## config.mk

```make
export PLATFORM = sky130hd
export DESIGN_NAME = issue_controller
export DESIGN_NICKNAME = d
export VERILOG_FILES = /design/src/rtl/issue_controller.sv
export SDC_FILE = /design/constraint.sdc
export NUM_CORES = 1
export LEC_CHECK = 0
export ABC_CLOCK_PERIOD_IN_PS = 10540
export CAP_MARGIN = 30
export CORE_ASPECT_RATIO = 1.2
export CORE_MARGIN = 1
export CORE_UTILIZATION = 52
export DETAILED_ROUTE_END_ITERATION = 6
export PLACE_DENSITY = 0.85
export SLEW_MARGIN = 20
export SYNTH_ARGS = -nofsm -noshare
export SYNTH_HDL_FRONTEND = slang
export SYNTH_SLANG_ARGS = --single-unit
```

## constraint.sdc

```tcl
create_clock -name clk -period 10.54 [get_ports clk]
set_input_delay 1.581 -clock clk [delete_from_list [all_inputs] [get_ports clk]]
set_output_delay 1.581 -clock clk [all_outputs]
set_load 0.01 [all_outputs]
```

## src/rtl/issue_controller.sv

```systemverilog
// issue_controller: fetch queue, issue register and stall/flush handling.
// Optional stall-bubble counter enabled by ISSUE_BUBBLE_COUNT_EN.
module issue_controller #(
    parameter int DEPTH = 2
) (
    input  logic        clk,
    input  logic        rst,
    input  logic        fetch_valid,
    input  logic [31:0] fetch_instr,
    output logic        fetch_ready,
    input  logic        stall,
    input  logic        flush,
    output logic [31:0] issue_reg_output,
    output logic        issue_valid,
    output logic [31:0] decode_instr,
    output logic [31:0] bubble_count
);

    localparam int PTR_W = $clog2(DEPTH);
    localparam logic [PTR_W:0] FULL = (PTR_W + 1)'(DEPTH);
    localparam logic [PTR_W:0] CNT_ONE = 1;
    localparam logic [PTR_W-1:0] PTR_ONE = 1;

    logic [31:0]      mem [DEPTH];
    logic [PTR_W-1:0] head;
    logic [PTR_W-1:0] tail;
    logic [PTR_W:0]   count;
    logic [31:0]      issue_reg;
    logic             iv;
    logic [31:0]      dec_reg;

    logic xfer;
    logic advance;
    logic load;
    logic pop;
    logic bypass;
    logic push;

    assign fetch_ready = !flush && (count < FULL);
    assign xfer        = fetch_valid && fetch_ready;
    assign advance     = iv && !stall;
    assign load        = !iv || advance;
    assign pop         = load && (count != '0);
    assign bypass      = load && (count == '0) && xfer;
    assign push        = xfer && !bypass;

    assign issue_reg_output = issue_reg;
    assign issue_valid      = iv;
    assign decode_instr     = dec_reg;

    // Queue storage: written at the tail on a push, no reset needed.
    always_ff @(posedge clk) begin
        if (!rst && !flush && push) begin
            mem[tail] <= fetch_instr;
        end
    end

    // Pointers, occupancy, issue register and decode register.
    always_ff @(posedge clk) begin
        if (rst || flush) begin
            head      <= '0;
            tail      <= '0;
            count     <= '0;
            iv        <= 1'b0;
            issue_reg <= 32'h0;
            dec_reg   <= 32'h0;
        end else begin
            dec_reg <= advance ? issue_reg : 32'h0;
            if (load) begin
                if (pop) begin
                    issue_reg <= mem[head];
                    iv        <= 1'b1;
                end else if (bypass) begin
                    issue_reg <= fetch_instr;
                    iv        <= 1'b1;
                end else begin
                    issue_reg <= 32'h0;
                    iv        <= 1'b0;
                end
            end
            if (push) begin
                tail <= tail + PTR_ONE;
            end
            if (pop) begin
                head <= head + PTR_ONE;
            end
            unique case ({push, pop})
                2'b10:   count <= count + CNT_ONE;
                2'b01:   count <= count - CNT_ONE;
                default: count <= count;
            endcase
        end
    end

`ifdef ISSUE_BUBBLE_COUNT_EN
    logic [31:0] bubble_q;

    // Saturating count of cycles a valid instruction was held by stall.
    always_ff @(posedge clk) begin
        if (rst) begin
            bubble_q <= 32'h0;
        end else if (!flush && iv && stall && (bubble_q != 32'hFFFF_FFFF)) begin
            bubble_q <= bubble_q + 32'd1;
        end
    end

    assign bubble_count = bubble_q;
`else
    assign bubble_count = 32'h0;
`endif

endmodule
```

## After elaboration in Yosys (flattened, before gate mapping)

Memory sizes are Yosys's and may differ from the RTL's. A register that Yosys moved wholly into a read port is not among the register bits.
Index checks and enable logic that the tools add are counted.

| storage, ports and cells | value |
|---|---|
| logic and storage cells | 44 |
| register bits after elaboration | 69 |
| memory bits (writable) | 64 |
| output and inout port bits | 98 |
| input bits | 37 |
| memories kept | 1 |

Memories:

| memory | depth | width | rd ports | clocked after memory_dff | write ports | RTL line | text |
|---|---|---|---|---|---|---|---|
| mem | 2 | 32 | 1 | 1 | 1 | 24 | `logic [31:0] mem [DEPTH];` |

| cells by class | value |
|---|---|
| bitwise operators | 1 |
| multiplexer cells | 9 |
| eq/ne operators | 2 |
| magnitude comparators | 1 |
| add/sub/neg operators | 4 |
| reduce and logical (&&, ||, !) cells | 20 |

Operators by type and width:

| operator | count |
|---|---|
| 32-bit two-way mux | 2 |
| 1-bit logical AND | 9 |
| 1-bit two-way mux | 6 |
| 1-bit zero test | 5 |
| 2-bit one-hot mux with 2 select lines | 1 |
| 2-bit nonzero test | 2 |
| 1-bit adder (second input constant) | 2 |
| 2-bit by 1-bit adder with 2-bit output (second input constant) | 1 |
| 2-bit by 1-bit equality test with 1-bit output (second input constant) | 1 |
| 2-bit equality test (second input constant) | 1 |
| 2-bit zero test | 1 |
| 1-bit logical OR | 2 |
| 2-bit less-than comparator (second input constant) | 1 |
| 2-bit OR reduction | 1 |
| 2-bit by 1-bit subtractor with 2-bit output (second input constant) | 1 |
| 1-bit NOT | 1 |

## Depth between registers and ports, before layout

| logic depth | value |
|---|---|
| word-level depth | 10 |
| mapped depth | 6 |
| depth with buffers taken out | 6 |

## Worst setup path after synthesis

Ideal clock, no wire load.

| timing path | value |
|---|---|
| path kind | in2reg |
| from | input flush |
| to | memory mem[0][0] (enable) |
| path buffers | 0 |
| arrival | 4.335 ns |
| setup time | 0.461 ns |
| required time | 10.079 ns |
| setup slack | 5.744 ns |
| stages on the path | 3 |
| path through | nand2b_1 -> or3_1 -> nor3_1 |

| between the ends | value |
|---|---|
| word-level cells in the longest chain between the ends | 9 |

Ends and longest elaborated chain:

| what | RTL line | text |
|---|---|---|
| start, declared | 12 | `input logic flush,` |
| 1-bit zero test * | 39, 53 |  |
| 1-bit logical AND | 39 | `assign fetch_ready = !flush && (count < FULL);` |
| 1-bit logical AND | 40 | `assign xfer = fetch_valid && fetch_ready;` |
| 1-bit logical AND | 44 | `assign bypass = load && (count == '0) && xfer;` |
| 1-bit zero test | 45 | `assign push = xfer && !bypass;` |
| 1-bit logical AND | 45 |  |
| 1-bit logical AND * | 53 | `if (!rst && !flush && push) begin` |
| 1-bit two-way mux * | 53 |  |
| 1-bit two-way mux (implied by the code) * | 54 | `mem[tail] <= fetch_instr;` |
| end, declared | 24 |  |

Every way passes the cells marked *; elsewhere a longest branch is shown, timed or not.

## Worst setup path after layout

| timing path | value |
|---|---|
| from | input flush |
| to | output fetch_ready |

| between the ends | value |
|---|---|
| word-level cells in the longest chain between the ends | 2 |

Ends and longest elaborated chain:

| what | RTL line | text |
|---|---|---|
| 1-bit zero test | 39 |  |
| 1-bit logical AND | 39 |  |
| end, declared | 10 | `output logic fetch_ready,` |

Every way passes these cells.

==> qor.txt <==
Iter 0 DRT Violations: 240
clk sinks: 134
# setup viols final: 0
Post-CTS Hold Buffers: 0
RSZ-0062 raised after global routing: false
period utilization: 41.4%
post-synth cell types: 29
Post-synth top flop: dfxtp_1
Clk Latency, worst-skew pair: 0.40 ns
width of the die: 92.0 µm
Worst VDD drop: 132 µV
final setup TNS: 0 ns
post-synthesis sequential area ratio: 65.7%
via count: 3,330
sequential fraction of design power: 49.2%
Slew Limit Fails: 0
fmax: 229 MHz
Detailed Place HPWL: 6170 µm
Max Cap Viol: 0
CTS max path bufs: 2
Core Rows: 39
area leader, netlist: edfxtp_1
Worst EP arrival: 2.78 ns
Worst Path Required: 8.96 ns
Die Y: 110 µm
Leakage: 2.25 nW
CP delay by family, top: buffers and inverters
CTS buffer count: 17
Tmin final: 4.36 ns
P&R area growth vs syn: 30.3%
Synth async-reset ratio: 0%
H-Tree Depth: 4
Core Region: 9470 µm²
DRC Markers: 0
placed inst area: 6060 µm²
WL final: 10,500 µm
n_diodes: 0
warnings from Yosys: 0
Hold WC Path Type: reg2reg
final instance area: 6590 µm²
Initial Util: 53.4%
sw frac: 21.2%
Worst setup EP type: output port
Final Hold Violating Endpoints: 0
layout cell share with drive strength beyond 1: 14.7%
antenna-violating nets left: 0
clock skew: 0.00604 ns
Clock Pin Slew Worst Setup and Hold Paths: 0.05 ns
Slew @ Worst Pin: 0.726 ns
CP dominant cell by count: clkdlybuf4s50_1
wire per inst: 17.0 µm
post-synthesis average cell area: 13.1 µm²
CP max FO: 5
pwr dens: 170 nW/µm²
cell breakdown of the critical path: clkdlybuf4s50_1, nor2_1, clkdlybuf4s50_1
vias in the first global route: 3,276
most frequent cells in the layout: clkdlybuf4s50_1 (102), dfxtp_1 (70), edfxtp_1 (64)
GRT Total Usage: 21.4%
antenna violations before repair: 0
Rel. slew slack: 51.5%
CTS root buffer: clkbuf_16
router iterations before antenna repair: 5
boundary pin count: 135
slowest CP cell: clkdlybuf4s50_1
filler cell count: 682
CTS tree: yes
slowest stage delay, CP: 0.54 ns
Layout Nets: 521
most common cell after layout, fill and taps aside: clkdlybuf4s50_1
FF+latch count, synth: 134
vias per cell: 5.38
Die Footprint: 10,100 µm²
status: finished, final reports clean
Sw Pwr: 0.238 mW
Comb pwr share: 4.9%
mapped cell area: 5050 µm²
number of flops mapped to enable cells by yosys: 64
clock power share: 45.9%
GR Overflow Total: 0
post-cts resize count: 0
CP Class: in2out
largest net degree at the start of global routing: 65
WP buf/inv: 2
cell count after synthesis: 385
Startpoint Class: input port
setup bufs post-CTS: 0
Placer Congestion: 0.710
I/O Buffers: 102
first-pass GRT wire length: 16,000 µm
top post-synthesis cells by area: edfxtp_1 (38%), dfxtp_1 (28%), mux2_2 (7.1%)
post-synth top area share: 38.0%
internal power: 0.884 mW
## worst reg2reg max path: stages, from the launching register on
cell and delay [ns]:
dfxtp_1 0.50, a21oi_1 0.17, or3_1 0.44, nor3_2 0.18
buf_4 0.42
## logic make-up after synthesis
family	after synthesis	synth area share (%)
muxes	32	7.13
AOI/OAI and AO/OA	104	12.9
buffers and inverters	62	7.48
DFF	134	65.7
other	1	0.0742
xor gates and xnor gates	3	0.520
adders and majority gates	1	0.247
and+or+nand+nor	48	5.87
## cell usage after synthesis (3+ instances only)
master / count
buf_4: 35
o21ai_0: 33
and2_1: 32
nor2_1: 5
dfxtp_1: 70
a32oi_1: 32
buf_2: 8
clkbuf_1: 14
mux2_2: 32
a21oi_1: 36
edfxtp_1: 64
clkbuf_2: 3
## state kept, by name, summed over array words and instances, names as in the netlist, named ones only
register and cells:
mem 64, decode_instr 32, issue_reg_output 32, count 2
head 1, issue_valid 1, tail 1
## routing by layer
| layer | wire [µm] | track usage [%] | up-vias |
|---|---|---|---|
| met4 | 204 | 13.2 | 0 |
| met5 | 0 | 0 | - |
| met1 | 4180 | 23.6 | 1599 |
| met2 | 5480 | 37.3 | 158 |
| li1 | - | - | 1557 |
| met3 | 649 | 5.76 | 16 |
## power groups by stage
| stage | Sequential, mW | Clock [mW] | Combinational [mW] |
|---|---|---|---|
| CTS | 0.552 | 0.522 | 0.0543 |
| finish | 0.552 | 0.515 | 0.0551 |
| floorplan | 0.564 | 0 | 0.0314 |
| global placement | 0.562 | 0 | 0.0519 |
| detailed placement | 0.562 | 0 | 0.0534 |
| global route | 0.552 | 0.543 | 0.0592 |
## metrics by stage
stage                     power (mW)  std cells  hold WS (ns)  setup WS (ns)  util, %
after floorplan                0.595        416         0.467           5.74        -
after global placement         0.614        586         0.459           6.25     63.8
after detailed placement       0.616        587         0.466           6.19     64.0
after CTS                       1.13        619         0.480           6.19     69.5
after global routing            1.15        619         0.495           6.15     69.6
final                           1.12        619         0.474           6.18     69.6
## path summary, 6_finish.rpt
kind	from	cells past startpoint	slack, ns	endpoint
min reg2reg	issue_reg_output[14]	1	0.47	decode_instr[14]
min	issue_reg_output[14]	1	0.47	decode_instr[14]
max reg2reg	issue_valid	4	8.47	mem[0][16]
max	flush	3	6.18	fetch_ready
## final cells by class
class                      count  area, µm²  share of cell area (%)
sequential                   134       3320                    50.5
tap                          123        154                    2.34
timing repair buffer         108       1070                    16.3
inverter                       2       7.51                   0.114
clock inverter                 9       53.8                   0.817
clock buffer                  23        468                    7.11
multi-input combinational    220       1510                    22.9
No activity file was read; power rests on OpenSTA's default activity.
